**src/rtl/serial_argmax.sv**
```systemverilog
// serial_argmax: sequential argmax over size_of_output_layer signed results.
// Results arrive one per accepted cycle. The index of the largest one is
// presented on label together with a one-cycle ready pulse.
// Optional build macro SERIAL_ARGMAX_MAX_VALUE_EN adds a max_value output,
// which holds the winning result alongside label.
//
// state | meaning
// IDLE  | waiting for start (or a start captured while in DONE)
// ACCUM | collecting results, tracking running best value and index
// DONE  | publish best_idx on label, pulse ready, return to IDLE
module serial_argmax #(
  parameter int n = 16,
  parameter int m = 6,
  parameter int size_of_output_layer = 10,
  parameter int clog2_size_of_output_layer = 4
) (
  input  logic                                  clk,
  input  logic                                  rst,
  input  logic                                  clk_en,
  input  logic                                  start,
  input  logic                                  in_valid,
  input  logic signed [n-1:0]                   in_value,
  output logic [clog2_size_of_output_layer-1:0] label,
  output logic                                  ready,
  output logic                                  busy
`ifdef SERIAL_ARGMAX_MAX_VALUE_EN
  ,
  output logic [n-1:0]                          max_value
`endif
);

  // The fractional point does not affect a signed compare; only sanity-check it.
  if (m > n - 1) begin : g_bad_frac
    $error("serial_argmax: fractional bits m must be below word width n");
  end
  if ((1 << clog2_size_of_output_layer) < size_of_output_layer) begin : g_bad_idx
    $error("serial_argmax: index width too small for size_of_output_layer");
  end

  typedef enum logic [1:0] {IDLE, ACCUM, DONE} state_t;

  localparam logic [clog2_size_of_output_layer-1:0] last_idx =
    clog2_size_of_output_layer'(size_of_output_layer - 1);

  state_t                                state;
  logic [clog2_size_of_output_layer-1:0] idx;
  logic [clog2_size_of_output_layer-1:0] best_idx;
  logic signed [n-1:0]                   best_val;
  logic                                  start_pending;

  // Single-process FSM: running argmax plus registered label/ready/busy.
  always_ff @(posedge clk or posedge rst) begin
    if (rst) begin
      state         <= IDLE;
      idx           <= '0;
      best_idx      <= '0;
      best_val      <= '0;
      start_pending <= 1'b0;
      label         <= '0;
      ready         <= 1'b0;
      busy          <= 1'b0;
`ifdef SERIAL_ARGMAX_MAX_VALUE_EN
      max_value     <= '0;
`endif
    end else if (clk_en) begin
      ready <= 1'b0;
      case (state)
        IDLE: begin
          if (start || start_pending) begin
            state         <= ACCUM;
            busy          <= 1'b1;
            idx           <= '0;
            best_idx      <= '0;
            best_val      <= '0;
            start_pending <= 1'b0;
          end
        end
        ACCUM: begin
          if (start) begin
            // restart: anything offered on in_valid this cycle is dropped
            idx      <= '0;
            best_idx <= '0;
            best_val <= '0;
          end else if (in_valid) begin
            // first value always loads; later ones only if strictly larger
            if (idx == '0 || in_value > best_val) begin
              best_val <= in_value;
              best_idx <= idx;
            end
            idx <= idx + 1'b1;
            if (idx == last_idx) begin
              state <= DONE;
              busy  <= 1'b0;
            end
          end
        end
        DONE: begin
          label         <= best_idx;
          ready         <= 1'b1;
`ifdef SERIAL_ARGMAX_MAX_VALUE_EN
          max_value     <= best_val;
`endif
          // a start seen here launches the next classification after IDLE
          start_pending <= start;
          state         <= IDLE;
        end
        default: begin
          state <= IDLE;
          busy  <= 1'b0;
        end
      endcase
    end
  end

endmodule
```
**config.mk**
```make
export PLATFORM = sky130hd
export DESIGN_NAME = serial_argmax
export DESIGN_NICKNAME = d
export VERILOG_FILES = /design/src/rtl/serial_argmax.sv
export SDC_FILE = /design/constraint.sdc
export NUM_CORES = 1
export LEC_CHECK = 0
export ABC_CLOCK_PERIOD_IN_PS = 3000
export CAP_MARGIN = 5
export CORE_MARGIN = 2
export CORE_UTILIZATION = 54
export DETAILED_ROUTE_END_ITERATION = 16
export GPL_ROUTABILITY_DRIVEN = 0
export MAX_ROUTING_LAYER = met4
export PLACE_DENSITY_LB_ADDON = 0.3
export SKIP_CTS_REPAIR_TIMING = 1
export SLEW_MARGIN = 20
export SYNTH_ARGS = -nofsm -noshare
export SYNTH_HDL_FRONTEND = slang
export SYNTH_SLANG_ARGS = --single-unit
```
**constraint.sdc**
```tcl
create_clock -name clk -period 3 [get_ports clk]
set_input_delay 0.6 -clock clk [delete_from_list [all_inputs] [get_ports clk]]
set_output_delay 0.6 -clock clk [all_outputs]
set_load 0.005 [all_outputs]
```
Yosys cells after proc, flatten, opt, wreduce, memory -nomap -nowiden
Index checks and enable logic that the tools add are counted.
{"block": "totals", "ff_bits": 33, "latch_bits": 0, "mem_bits_rw": 0, "romBits": 0, "in_bits": 21, "wordCells": 58, "mem_count": 0}
{"block": "classes", "addsub": 1, "mul": 0, "div": 0, "order_cmp": 1, "n_eq_ne": 9, "shift": 0, "n_mux": 26, "bitwise_logic": 1, "n_reduce_logical": 12}
{"op": "$mux 16", "count": 4}
{"op": "$pmux 16 s2", "count": 1}
{"op": "$mux 4", "count": 6}
{"op": "$gt 16x16->1", "count": 1}
{"op": "$pmux 4 s2", "count": 2}
{"op": "$reduce_and 5->1", "count": 2}
{"op": "$mux 2", "count": 4}
{"op": "$ne 2x2->1 const B", "count": 4}
{"op": "$mux 1", "count": 6}
{"op": "$ne 3x3->1 const B", "count": 2}
{"op": "$reduce_and 6->1", "count": 1}
{"op": "$add 4x1->4 const B", "count": 1}
{"op": "$eq 4x4->1 const B", "count": 1}
{"op": "$logic_not 4->1", "count": 1}
{"op": "$pmux 2 s2", "count": 1}
{"op": "$reduce_and 4->1", "count": 1}
{"op": "$reduce_bool 2->1", "count": 2}
{"op": "$pmux 1 s3", "count": 1}
{"op": "$reduce_and 3->1", "count": 1}
{"op": "$eq 2x1->1 const B", "count": 1}
{"op": "$eq 2x2->1 const B", "count": 1}
{"op": "$logic_not 2->1", "count": 1}
{"op": "$logic_or 1x1->1", "count": 2}
{"op": "$pmux 1 s2", "count": 1}
{"op": "other kinds (2)", "count": 2}

Depth between registers and ports, before layout
Gate-level depths: netlist of run 1.
{"block": "logic_depth", "word_depth": 6, "depth_mapped": 10, "mapped_depth_nobuf": 8}

Least setup slack after synthesis of run 1
No wires, ideal clock.
{"block": "synth_timing", "kind": "input to register", "startpoint": "in in_value[13]", "endpoint": "reg best_val[1]", "t_arrival_ps": 2474, "required_time_ps": 2921, "slack_ps": 447, "cell_stages": 9, "path_buffers": 2, "cell_sequence": "ha_1 > a21o_1 > a2111oi_4 > o31ai_1 > o31a_4 > nor2b_4 > buf_12 > buf_12 > mux2i_1"}
{"block": "synth_between", "elab_chain_len": 4}
{"item": "start, declared", "line": "22", "rtl": "input logic signed [n-1:0] in_value,"}
{"item": "$gt 16x16->1", "line": "86", "rtl": "if (idx == '0 || in_value > best_val) begin"}
{"item": "$logic_or 1x1->1", "line": "86"}
{"item": "$ne 3x3->1 (no source line)"}
{"item": "$reduce_and 5->1 (no source line)"}
{"item": "end signal, assigned", "line": "87", "rtl": "best_val <= in_value;"}
{"item": "end, declared", "line": "48", "rtl": "logic signed [n-1:0] best_val;"}
No other way between the ends.
A chain may end at the register's enable or synchronous reset.

Worst setup path after layout of run 1
{"block": "layout_timing", "startpoint": "in in_value[13]", "endpoint": "reg best_val[15]"}
Same word-level chain as after synthesis.

==> results of run 1 <==
==> power groups by stage <==
stage	Sequential [mW]	Combinational [mW]	Clock, mW
after CTS	0.685	0.892	0.298
after global routing	0.709	0.998	0.319
after global placement	0.686	0.825	0
final	0.686	0.886	0.294
after floorplan	0.664	0.674	0
after detailed placement	0.695	0.877	0
==> worst max-delay path by stage <==
stage	endpoint	startpoint	depth (start not counted)
floorplan	best_val[1]$_DFFE_PP0P_	in_value[13]	9
detailed placement	best_val[15]$_DFFE_PP0P_	in_value[13]	9
CTS	best_val[15]$_DFFE_PP0P_	in_value[13]	9
global placement	best_val[6]$_DFFE_PP0P_	in_value[13]	9
finish	best_val[15]$_DFFE_PP0P_	in_value[13]	9
global route	best_val[15]$_DFFE_PP0P_	in_value[13]	9
==> worst max-delay path, delay by kind of cell <==
family	cells	cell delay [ps]
AOI/OAI and AO/OA	4	1050
adders and majority gates	1	320
muxes	1	240
buffers and inverters	2	570
and+or+nand+nor	1	180
==> layout make-up <==
class | instances | share of cell area
clock buffers | 7 | 0.02793
clock inverters | 1 | 0.002148
repair buffers | 31 | 0.1386
flip-flops and latches | 33 | 0.3545
inverters | 21 | 0.03383
well taps | 46 | 0.02470
multi-input cells | 132 | 0.4184
==> per-stage QoR <==
| stage | total power, mW | setup TNS (ps) | hold WS (ps) | util | instance area, um2 |
|---|---|---|---|---|---|
| floorplan | 1.338 | 0 | 466.4 | - | 1931 |
| global placement | 1.512 | 0 | 473.8 | 0.6667 | 2260 |
| detailed placement | 1.572 | -91.83 | 481.2 | 0.6667 | 2260 |
| CTS | 1.875 | 0 | 504.6 | 0.6873 | 2330 |
| global route | 2.027 | 0 | 519.3 | 0.6873 | 2330 |
| finish | 1.866 | 0 | 499.7 | 0.6873 | 2330 |
==> cell usage in the layout (no fill, tap or decap), drive strengths merged, types with 6 or more instances in the layout <==
cell type,instances
dfrtp,33
mux2i,16
nand2,40
clkbuf,7
ha,19
a21oi,6
clkdlybuf4s50,26
inv,21
o21ai,7
==> state kept, by name, indices dropped and copies added (netlist names) <==
signal / count
ready: 1
state: 2
best_val: 16
start_pending: 1
best_idx: 4
label: 4
idx: 4
busy: 1
==> metal layers <==
metal  vias to the layer above  track usage
met5                         -            -
met4                         0      0.09783
met3                        10      0.06690
met2                        38       0.3477
met1                       684       0.2657
li1                        722            -
==> logic make-up after synthesis <==
logic type,Yosys count
DFF,33
adders and majority gates,19
AOI/OAI and AO/OA,31
and+or+nand+nor,61
muxes,21
buffers and inverters,26
==> impl_metrics.json, run 1 <==
{
  "viasPerCell": 5.365,
  "synth_most_common_cell": "nand2_1",
  "die_area_um2": 4069,
  "multi_input_area_um2": 974.7,
  "hp-class": "flip-flop to flip-flop",
  "start_util": 0.5696,
  "synth_top_area_share": 0.4277,
  "dieHeight_um": 63.79,
  "worst_pin_slew_ps": 419.2,
  "syn_area_um2": 1931,
  "yosys-top-cells-area": "dfrtp_1 (43%), ha_1 (12%), mux2i_1 (8.3%), nand2_1 (7.8%), inv_1 (4.1%)",
  "cp-end-kind": "flip-flop",
  "route.detailed.drc": 0,
  "synth_top_family_by_area": "simple AND/OR/NAND/NOR gates",
  "drive_gt1_frac": 0.1067,
  "synth.area.mux_share": 0.1121,
  "hold_depth": 1,
  "num_vias": 1454,
  "rrSetupSlack_ps": 600,
  "regArea_um2": 825.8,
  "outcome": "finished clean",
  "p_clk_frac": 0.157,
  "finClkSkew_ps": 2.888,
  "dp_cells": 263,
  "grt_pass1_vias": 1542,
  "wl_met2_um": 1826,
  "num_rows": 21,
  "ys.flop_type": "dfrtp_1",
  "wl_met3_um": 168,
  "post-route-min-period_ps": 2717,
  "drt_iter0_drc": 71,
  "switching_share": 0.3780,
  "hold_path.startpoint": "busy$_DFFE_PP0P_",
  "synth_simple_gate_area_frac": 0.1491,
  "syn_nets": 231,
  "grt_pass1_wl_um": 6782,
  "synth_fa_ha_area_frac": 0.1231,
  "n_fill_cell": 262,
  "synthXorXnorAreaFrac": 0,
  "grt.overflow.total": 0,
  "crit_fanout": 8,
  "pwr-share-seq": 0.367,
  "rr_startpoint": "best_val[13]$_DFFE_PP0P_",
  "setup_viol": 0,
  "netlist_top_cells_count": "nand2_1 (40), dfrtp_1 (33), inv_1 (21), ha_1 (19), mux2i_1 (16)",
  "clockRootBuffer": "clkbuf_4",
  "netSwitchingPower_uw": 705.3,
  "synth_top_area_cell": "dfrtp_1",
  "yosys_warnings": 0,
  "grt.total_usage": 0.2221,
  "slew_headroom": 0.7205,
  "fin_ws_ps": 282.7,
  "critPathMaxStageDelay_ps": 420,
  "dpl_worst_slack_ps": -59.41,
  "cts_buffer_depth": 2,
  "io_pins": 27,
  "portBuffers": 26,
  "ant_nets": 0,
  "top_layer": "met4",
  "grt_max_degree": 34,
  "synth_compound_area_frac": 0.1205,
  "combPwrFrac": 0.475,
  "leakage_nw": 1.097,
  "grt_antenna_before_repair": 0,
  "clock.fmax_mhz": 368.0,
  "critPathArrivalTime_ps": 2970,
  "clock_latency_ps": 340,
  "synthArstFlopShare": 1.000,
  "rsz0062_at_grt": "no",
  "power.density_nw_per_um2": 800.9,
  "p_int_mw": 1.161,
  "critPathSlowestCell": "clkdlybuf4s50_1",
  "synth_cell_type_count": 32,
  "critPathRequiredTime_ps": 3250,
  "wl_um": 3713,
  "yosys_register_bits": 33,
  "drv_cap": 0,
  "synth_cells": 191,
  "die_w_um": 63.79,
  "stdcell_count": 271,
  "hold_viol_final": 0,
  "reg2regPathDepth": 9,
  "h-tree-depth": 2,
  "crit_type": "input pin to flip-flop",
  "r2r-end": "best_val[15]$_DFFE_PP0P_",
  "clkSinkCount": 33,
  "diodes": 0,
  "hpwl_um": 2721,
  "avgRoutedWirePerCell_um": 13.70,
  "ys_seq_area_frac": 0.4277,
  "final_max_slew_viol_count": 0,
  "min_to": "busy$_DFFE_PP0P_",
  "ir_drop_mv": 0.3239,
  "crit_chain": "clkdlybuf4s50_1, ha_1, a21o_1, a2111oi_4, o31ai_1, o31a_4, nor2b_4, buf_12, mux2i_1",
  "synth_enable_flop_cells": 0,
  "cts_buffers": 5,
  "fin_crit_sh": 0.9058,
  "area_growth_pct": 20.67,
  "syn_avg_cell_area_um2": 10.11,
  "met1_length_um": 1650,
  "fin_nets": 264,
  "drt_pass1_iterations": 4,
  "critPathLaunchType": "input pin",
  "clk_pin_slew_worst_paths_ps": 100,
  "cts_tree": "built",
  "core_region_area_um2": 3390
}
(Power assumes the default switching activity.)
==> run 2: changes to the inputs <==
--- a/config.mk
+++ b/config.mk
@@ -5,10 +5,12 @@
 export SDC_FILE = /design/constraint.sdc
 export NUM_CORES = 1
 export LEC_CHECK = 0
+export ABC_AREA = 1
 export ABC_CLOCK_PERIOD_IN_PS = 3000
 export CAP_MARGIN = 5
+export CORE_ASPECT_RATIO = 1.5
 export CORE_MARGIN = 2
-export CORE_UTILIZATION = 54
+export CORE_UTILIZATION = 55
 export DETAILED_ROUTE_END_ITERATION = 16
 export GPL_ROUTABILITY_DRIVEN = 0
 export MAX_ROUTING_LAYER = met4
==> run 2 against run 1 <==
Net effect:
- register-to-register slack improved by 150 ps
- clock power rose by 4%
- final cell count rose by 25%
- first-iteration DRC count fell by 39%
- critical endpoint is now best_val[3]$_DFFE_PP0P_
- largest power group unchanged
==> impl_metrics.json, run 2 <==
{
  "r2r-end": "best_val[3]$_DFFE_PP0P_",
  "synth_cells": 268,
  "num_rows": 27,
  "finalSetupTns_ps": 0,
  "core_region_area_um2": 3649,
  "largest_reg_flops": 16,
  "worst_pin_slew_ps": 422.6,
  "finClkSkew_ps": 6.658,
  "top_register": "best_val",
  "cp-end-kind": "flip-flop",
  "rr_startpoint": "best_val[15]$_DFFE_PP0P_",
  "n_fill_cell": 318,
  "ant_nets": 0,
  "ys.flop_type": "dfrtp_1",
  "outcome": "finished clean",
  "crit_fanout": 20,
  "die_area_um2": 4263,
  "slew_headroom": 0.7183,
  "clock_latency_ps": 290,
  "ir_drop_mv": 0.4792,
  "start_util": 0.5648,
  "rrSetupSlack_ps": 750,
  "final_max_slew_viol_count": 0,
  "grt_pass1_wl_um": 6879,
  "fin_nets": 337,
  "setup_viol": 0,
  "crit_end": "best_val[3]$_DFFE_PP0P_",
  "syn_nets": 308,
  "dieHeight_um": 78.97,
  "startpoint": "in_value[15]",
  "avgRoutedWirePerCell_um": 11.55,
  "diodes": 0,
  "synth_enable_flop_cells": 0,
  "area_growth_pct": 17.61,
  "hp-class": "flip-flop to flip-flop",
  "num_vias": 1740,
  "synthArstFlopShare": 1.000,
  "grt.total_usage": 0.2227,
  "hold_path.startpoint": "best_val[8]$_DFFE_PP0P_",
  "dpl_worst_slack_ps": 129.4,
  "h-tree-depth": 2,
  "use_met3": 0.05263,
  "route.detailed.drc": 0,
  "drt_pass1_iterations": 4,
  "ys_seq_area_frac": 0.4007,
  "yosys-top-cells-area": "dfrtp_1 (40%), nand2_1 (15%), ha_1 (12%), nand3_1 (7.0%), inv_1 (5.5%)",
  "io_pins": 27,
  "layout_common_cells": "nand2_1 (82), dfrtp_1 (33), inv_1 (30), nand3_1 (29), nor2_1 (28)",
  "portBuffers": 26,
  "hpwl_um": 2856,
  "grt_pass1_vias": 1662,
  "cts_buffers": 5,
  "met1_usage": 0.2546,
  "leakage_nw": 1.236,
  "syn_area_um2": 2061,
  "crit_type": "input pin to flip-flop",
  "synth_most_common_cell": "nand2_1",
  "netlist_top_cells_count": "nand2_1 (82), dfrtp_1 (33), inv_1 (30), nand3_1 (29), nor2_1 (28)",
  "reg2regPathDepth": 11,
  "fin_crit_sh": 0.8785,
  "cts_buffer_depth": 2,
  "grt.overflow.total": 0,
  "use_met2": 0.3622,
  "yosys_register_bits": 33,
  "viasPerCell": 5.133,
  "clockRootBuffer": "clkbuf_8",
  "clkSinkCount": 33,
  "die_w_um": 53.98,
  "drt_iter0_drc": 43,
  "post-route-min-period_ps": 2636,
  "cts_tree": "built",
  "wl_um": 3914,
  "grt_busiest_layer": "met2",
  "synth_top_area_share": 0.4007,
  "critPathRequiredTime_ps": 3170,
  "grt_max_degree": 34,
  "synth_top_area_cell": "dfrtp_1",
  "drive_gt1_frac": 0.08446,
  "hold_viol_final": 0,
  "rsz0062_at_grt": "no",
  "critPathLaunchType": "input pin",
  "fin_ws_ps": 364.4,
  "drv_cap": 0,
  "power.density_nw_per_um2": 735.9,
  "clk_pin_slew_worst_paths_ps": 70,
  "yosys_warnings": 0,
  "grt_antenna_before_repair": 0,
  "syn_avg_cell_area_um2": 7.689,
  "critPathArrivalTime_ps": 2810,
  "synth_cell_type_count": 26,
  "clock.fmax_mhz": 379.4,
  "final_common_cell": "nand2_1"
}
[run 2: logic make-up (layout without fill, tap and decap cells)]
| logic type | after synthesis | in the layout | share of synthesized area |
|---|---|---|---|
| and+or+nand+nor | 149 | 149 | 0.3115 |
| DFF | 33 | 33 | 0.4007 |
| adders and majority gates | 19 | 19 | 0.1154 |
| buffers and inverters | 43 | 71 | 0.09289 |
| muxes | 4 | 4 | 0.02186 |
| AOI/OAI and AO/OA | 20 | 20 | 0.05769 |
[run 2: per-layer routing]
metal	wire length, um	share of wire
met1	1780	0.45
met2	1917	0.49
met3	133	0.034
met4	82	0.021
met5	0	0
[run 2: how the worst min path moves through the flow]
stage | to | slack (ps) | depth (start not counted)
final | best_val[8]$_DFFE_PP0P_ | 470 | 2
after global routing | best_val[13]$_DFFE_PP0P_ | 500 | 2
after CTS | best_val[1]$_DFFE_PP0P_ | 470 | 2
after detailed placement | best_val[15]$_DFFE_PP0P_ | 460 | 2
after global placement | best_idx[3]$_DFFE_PP0P_ | 450 | 2
after floorplan | best_idx[0]$_DFFE_PP0P_ | 440 | 2
[run 2: final cells by class]
type | count | area [um2] | area share
Timing Repair Buffer | 30 | 290.3 | 0.1198
Clock buffer | 5 | 68.82 | 0.02839
Clock inverter | 1 | 5.005 | 0.002065
Sequential cell | 33 | 825.8 | 0.3407
Tap cell | 43 | 53.80 | 0.02220
Inverter | 35 | 136.4 | 0.05627
Multi-Input combinational cell | 192 | 1044 | 0.4306
[run 2: through the flow]
step	cell area [um2]	util	std cells	total power, mW	hold slack, ps
2_1_floorplan	2061	-	268	1.288	438.0
3_3_place_gp	2350	0.6440	333	1.472	453.2
3_5_place_dp	2350	0.6440	333	1.488	458.9
4_1_cts	2424	0.6643	339	1.798	474.2
5_1_grt	2424	0.6643	339	1.961	498.2
6_report	2424	0.6643	339	1.784	471.9
[run 2: critical path, stage by stage]
cell,delay (ps)
clkdlybuf4s50_1,440
ha_1,360
nand2_1,100
nor3_1,340
nand2_1,140
nand3_1,100
nand3_1,70
nand2_1,190
nand2_2,280
nand2_1,140
nand2_1,60
[run 2: power breakdown]
group / internal (mW) / switching, mW / leakage (nW)
clock network: 0.152 / 0.153 / 0.0399
logic: 0.314 / 0.481 / 0.752
registers: 0.593 / 0.0900 / 0.445
total: 1.06 / 0.724 / 1.24
